### config.mk
export PLATFORM = sky130hd
export DESIGN_NAME = priority_serializer
export DESIGN_NICKNAME = d
export VERILOG_FILES = /design/src/rtl/priority_serializer.sv
export SDC_FILE = /design/constraint.sdc
export NUM_CORES = 1
export LEC_CHECK = 0
export ABC_AREA = 1
export CORE_ASPECT_RATIO = 0.6
export CORE_UTILIZATION = 30
export DETAILED_ROUTE_END_ITERATION = 12
export PLACE_DENSITY = 0.56
export SYNTH_ARGS = -nofsm -noshare
export SYNTH_HDL_FRONTEND = slang
export SYNTH_SLANG_ARGS = --single-unit
### constraint.sdc
create_clock -name clk -period 1.9 [get_ports clk]
set_clock_uncertainty 0.05 [all_clocks]
set_input_delay 0.475 -clock clk [delete_from_list [all_inputs] [get_ports clk]]
set_output_delay 0.475 -clock clk [all_outputs]
set_load 0.03 [all_outputs]
### src/rtl/priority_serializer.sv
// Priority serializer: accepts a multi-hot request vector and emits the index of each set bit,
// one beat per handshake. Define PRIORITY_SERIALIZER_RR_EN for round-robin selection order.
module priority_serializer #(
  parameter int unsigned N = 8,
  localparam int unsigned W = $clog2(N)
) (
  input  logic         clk,
  input  logic         rst,
  input  logic [N-1:0] Y,
  input  logic         y_valid,
  output logic         y_ready,
  output logic [W-1:0] A,
  output logic         a_valid,
  output logic         a_last,
  input  logic         a_ready
);

  typedef enum logic {StIdle, StEmit} state_e;

  state_e       r_state, w_state_d;
  logic [N-1:0] r_pending, w_pending_d;
  logic [W-1:0] r_a, w_a_d;
  logic         r_a_valid, w_a_valid_d;
  logic         r_a_last, w_a_last_d;

  logic [N-1:0] w_src;
  logic [N-1:0] w_onehot;
  logic [N-1:0] w_src_clr;
  logic [W-1:0] w_sel;

  // Selection source: the offered vector while idle, the remaining bits while emitting.
  assign w_src     = (r_state == StIdle) ? Y : r_pending;
  assign w_onehot  = N'(1) << w_sel;
  assign w_src_clr = w_src & ~w_onehot;

`ifdef PRIORITY_SERIALIZER_RR_EN
  logic [W-1:0] r_ptr, w_ptr_d;
  logic [W-1:0] w_a_inc;
  logic [W-1:0] w_base;

  function automatic logic [W-1:0] rr_idx(input logic [W-1:0] base, input int unsigned off);
    int unsigned s;
    s = 32'(base) + off;
    if (s >= N) s = s - N;
    return W'(s);
  endfunction

  assign w_a_inc = (32'(r_a) == N - 1) ? '0 : r_a + 1'b1;
  // A completing beat moves the pointer past the emitted index in the same edge,
  // so the follow-on search already starts from the updated position.
  assign w_base  = (r_state == StEmit) ? w_a_inc : r_ptr;

  always_comb begin
    logic [W-1:0] v_idx;
    w_sel = '0;
    v_idx = '0;
    for (int unsigned k = N; k > 0; k--) begin
      v_idx = rr_idx(w_base, k - 1);
      if (w_src[v_idx]) w_sel = v_idx;
    end
  end
`else
  always_comb begin
    w_sel = '0;
    for (int i = N - 1; i >= 0; i--) begin
      if (w_src[i]) w_sel = W'(i);
    end
  end
`endif

  always_comb begin
    w_state_d   = r_state;
    w_pending_d = r_pending;
    w_a_d       = r_a;
    w_a_valid_d = r_a_valid;
    w_a_last_d  = r_a_last;
`ifdef PRIORITY_SERIALIZER_RR_EN
    w_ptr_d     = r_ptr;
`endif
    unique case (r_state)
      StIdle: begin
        // An all-zero vector is accepted and dropped.
        if (y_valid && (|Y)) begin
          w_state_d   = StEmit;
          w_a_d       = w_sel;
          w_pending_d = w_src_clr;
          w_a_valid_d = 1'b1;
          w_a_last_d  = ~|w_src_clr;
        end
      end
      StEmit: begin
        if (r_a_valid && a_ready) begin
`ifdef PRIORITY_SERIALIZER_RR_EN
          w_ptr_d = w_a_inc;
`endif
          if (|r_pending) begin
            w_a_d       = w_sel;
            w_pending_d = w_src_clr;
            w_a_last_d  = ~|w_src_clr;
          end else begin
            w_state_d   = StIdle;
            w_a_valid_d = 1'b0;
            w_a_last_d  = 1'b0;
          end
        end
      end
      default: w_state_d = StIdle;
    endcase
  end

  always_ff @(posedge clk) begin
    if (rst) begin
      r_state   <= StIdle;
      r_pending <= '0;
      r_a       <= '0;
      r_a_valid <= 1'b0;
      r_a_last  <= 1'b0;
`ifdef PRIORITY_SERIALIZER_RR_EN
      r_ptr     <= '0;
`endif
    end else begin
      r_state   <= w_state_d;
      r_pending <= w_pending_d;
      r_a       <= w_a_d;
      r_a_valid <= w_a_valid_d;
      r_a_last  <= w_a_last_d;
`ifdef PRIORITY_SERIALIZER_RR_EN
      r_ptr     <= w_ptr_d;
`endif
    end
  end

  assign y_ready = (r_state == StIdle);
  assign A       = r_a;
  assign a_valid = r_a_valid;
  assign a_last  = r_a_last;

  a_hold: assert property (@(posedge clk) disable iff (rst)
    (a_valid && !a_ready) |=> (a_valid && $stable(A) && $stable(a_last)));

  a_ready_excl: assert property (@(posedge clk) disable iff (rst) (y_ready == !a_valid));

  a_range: assert property (@(posedge clk) disable iff (rst) a_valid |-> (32'(A) < N));

endmodule

==> impl_metrics.toml <==
[critical_path]
cp_max_fo = 3
crit_type = "reg2out"
cpMaxStageDelayCell = "clkdlybuf4s50_1"
critPathLaunchType = "flip-flop"
critPathTopFamily = "buffers and inverters"
path_buf_inv = 1
cp.arrival_ps = 1310
path_cells = "clkdlybuf4s50_1"
critPathMaxStageDelay_ps = 690
worstSetupEndpointType = "primary output"
required_ps = 1370

[yosys]
synth_xor_xnor_area_share_pct = 0
avgSynthCellArea_um2 = 6.47
synth_area_um2 = 893
synth.distinct_cells = 25
synthAdderAreaFrac_pct = 0
netlist_instances = 138
yosys.area_share.simple_pct = 36.3
ys_seq_area_share_pct = 31.4
synth_top_family_by_area = "simple AND/OR/NAND/NOR gates"
ys_ff_latch = 14
synth_compound_area_share_pct = 22.1
yosysWarnings = 0
synth_nets = 150
muxShareOfSynthArea_pct = 0

[global_routing]
grt_usage_pct = 18.1
grt_pass1_vias = 935
grt_pass1_wl_um = 4480
antenna_found_initial = 0
grt_max_degree = 14
overflow = 0

[drt]
met2WireLength_um = 1230
wl_per_cell_um = 13.1
finalWirelength_um = 2950
highest_layer = "met4"
drt_iter0_drc = 45
drc = 0
viasPerCell = 4.73
via_count = 1064
wl_met1_um = 1550
wl_met3_um = 158
first_pass_iters = 4
postRouteAntennaNets = 0

[final_layout]
fillers = 258
multiInputGateArea_um2 = 624
finalNonFillerCells = 225
regArea_um2 = 284
diodes = 0
drive_gt1_share_pct = 42.7
nets = 198
area_delta_synth_final_pct = 69.2

[clock_tree]
path_clk_slew_ps = 60
clk_latency_ps = 250
clockBufferDepth = 2
cts_hold_buf = 0
numCtsBuffers = 3
clock-sinks = 14
cts-root-buf = "clkbuf_8"
htree_levels = 1
cts_tree = "yes"

[power_and_ir_drop]
ir_worst_vdd_mv = 0.525
p_leak_uw = 0.000736
powerDensity_nw_per_um2 = 1040

[timing]
worst_slew_pin_slew_ps = 389
setup_ws_ps = 63.1
fmax_mhz = 544
finalHoldWorstSlack_ps = 433
slew_headroom_pct = 73.7
hold_viol = 0
fin_crit_sh_pct = 96.7
slew_viol_final = 0
min_period_ps = 1840
setup_viol = 0

[die]
pin_count = 18
die_area_um2 = 3210
die_w_um = 72.5
fp.coreArea_um2 = 2660
start_util_pct = 33.6
die_h_um = 44.3
rows = 14

[placed_design]
port_buffers = 17
hpwl_um = 2130
dp_worst_setup_slack_ps = -371
gp_congestion = 0.867
dp_cells = 215

[hold_path]
hold_path.class = "reg2reg"

[outcome]
outcome = "finished clean"

[flow_run]
cap_violations = 0
## stage by stage
| step | total power (uW) | utilization, % | TNS (ps) | area (um^2) |
|---|---|---|---|---|
| after floorplan | 815 | - | 0 | 893 |
| after global placement | 1110 | 47.4 | -2910 | 1260 |
| after detailed placement | 1120 | 47.4 | -2880 | 1260 |
| after CTS | 1420 | 49.9 | -72.9 | 1330 |
| after global routing | 1670 | 56.8 | -12.7 | 1510 |
| final | 1580 | 56.8 | 0 | 1510 |
## path summary, 6_finish.rpt
path | slack, ps | start | depth (start not counted) | to
worst max-delay path | 60 | a_valid | 1 | a_valid
worst min register to register | 430 | a_last | 2 | a_last
worst min-delay path | 430 | a_last | 2 | a_last
worst max register to register | 150 | r_state | 11 | a_last
## cell type report
cell class,count,share of cell area (%)
Multi-Input combinational cell,102,41.3
Clock buffer,4,3.64
Tap cell,40,3.31
Sequential cell,14,18.8
Inverter,20,5.30
Timing Repair Buffer,45,27.6
## cell usage in the layout, fill, tap and decap left out
cell,count
buf_4,24
dfxtp_4,1
o21a_1,1
clkinv_1,1
o21ai_0,5
nor2_1,14
nand2_2,15
o21ai_1,3
buf_8,1
nand2_1,22
o21ai_2,1
o21ai_4,5
dlygate4sd2_1,1
nand3_1,4
a21oi_2,4
nor3_1,1
nor2_4,3
a31oi_1,1
buf_6,3
a211oi_1,2
dfxtp_1,13
clkdlybuf4s50_1,8
inv_2,9
a41oi_1,1
nor2_2,2
clkbuf_8,4
nand2_4,3
dlymetal6s2s_1,8
nand4_1,2
inv_1,8
nand3_2,2
a21oi_1,11
inv_4,2
## flip-flops by register name (all words and copies together), names as in the netlist
signal / flops
A: 3
a_last: 1
a_valid: 1
r_pending: 8
r_state: 1
## per-layer routing
| layer | vias to the layer above | global-route usage (%) |
|---|---|---|
| met5 | - | 0 |
| met4 | 0 | 2.35 |
| met3 | 2 | 2.73 |
| met2 | 25 | 24.1 |
| met1 | 494 | 30.2 |
| li1 | 543 | - |
## power breakdown
part | total, uW | internal [uW] | switching (uW)
Sequential | 429 | 357 | 72.0
Combinational | 853 | 388 | 466
Clock | 292 | 184 | 109
## cells in the mapped netlist
library cell	count	area [um^2]
buf_6	1	11.3
nand2_1	29	109
a41oi_1	1	8.76
o21ai_0	8	40.0
nand4_1	2	12.5
nand3_2	1	10.0
o21a_1	1	7.51
dfxtp_1	14	280
nand2_2	10	62.6
inv_1	14	52.6
a211oi_1	2	15.0
nand2_4	1	11.3
a21oi_1	14	70.1
o21ai_2	3	26.3
nor3_1	1	5.00
nand3_1	5	25.0
nor2_2	1	6.26
nor2_4	2	22.5
a21oi_2	1	8.76
a31oi_1	1	6.26
buf_2	1	5.00
inv_2	5	18.8
clkinv_1	1	3.75
o21ai_1	3	15.0
nor2_1	16	60.1
## cell families (layout without fill, tap and decap cells)
kind of cell	count (synthesis)	after routing
AOI/OAI and AO/OA	34	34
buffers and inverters	22	69
DFF	14	14
and+or+nand+nor	68	68
## what timing repair did
action,in CTS,in global routing
gates resized for setup,5,46
buffers inserted,0,6
gates cloned,0,0
pin swaps,0,20
setup endpoints to repair,9,11
hold endpoints to repair,0,0
(Power assumes the default switching activity.)
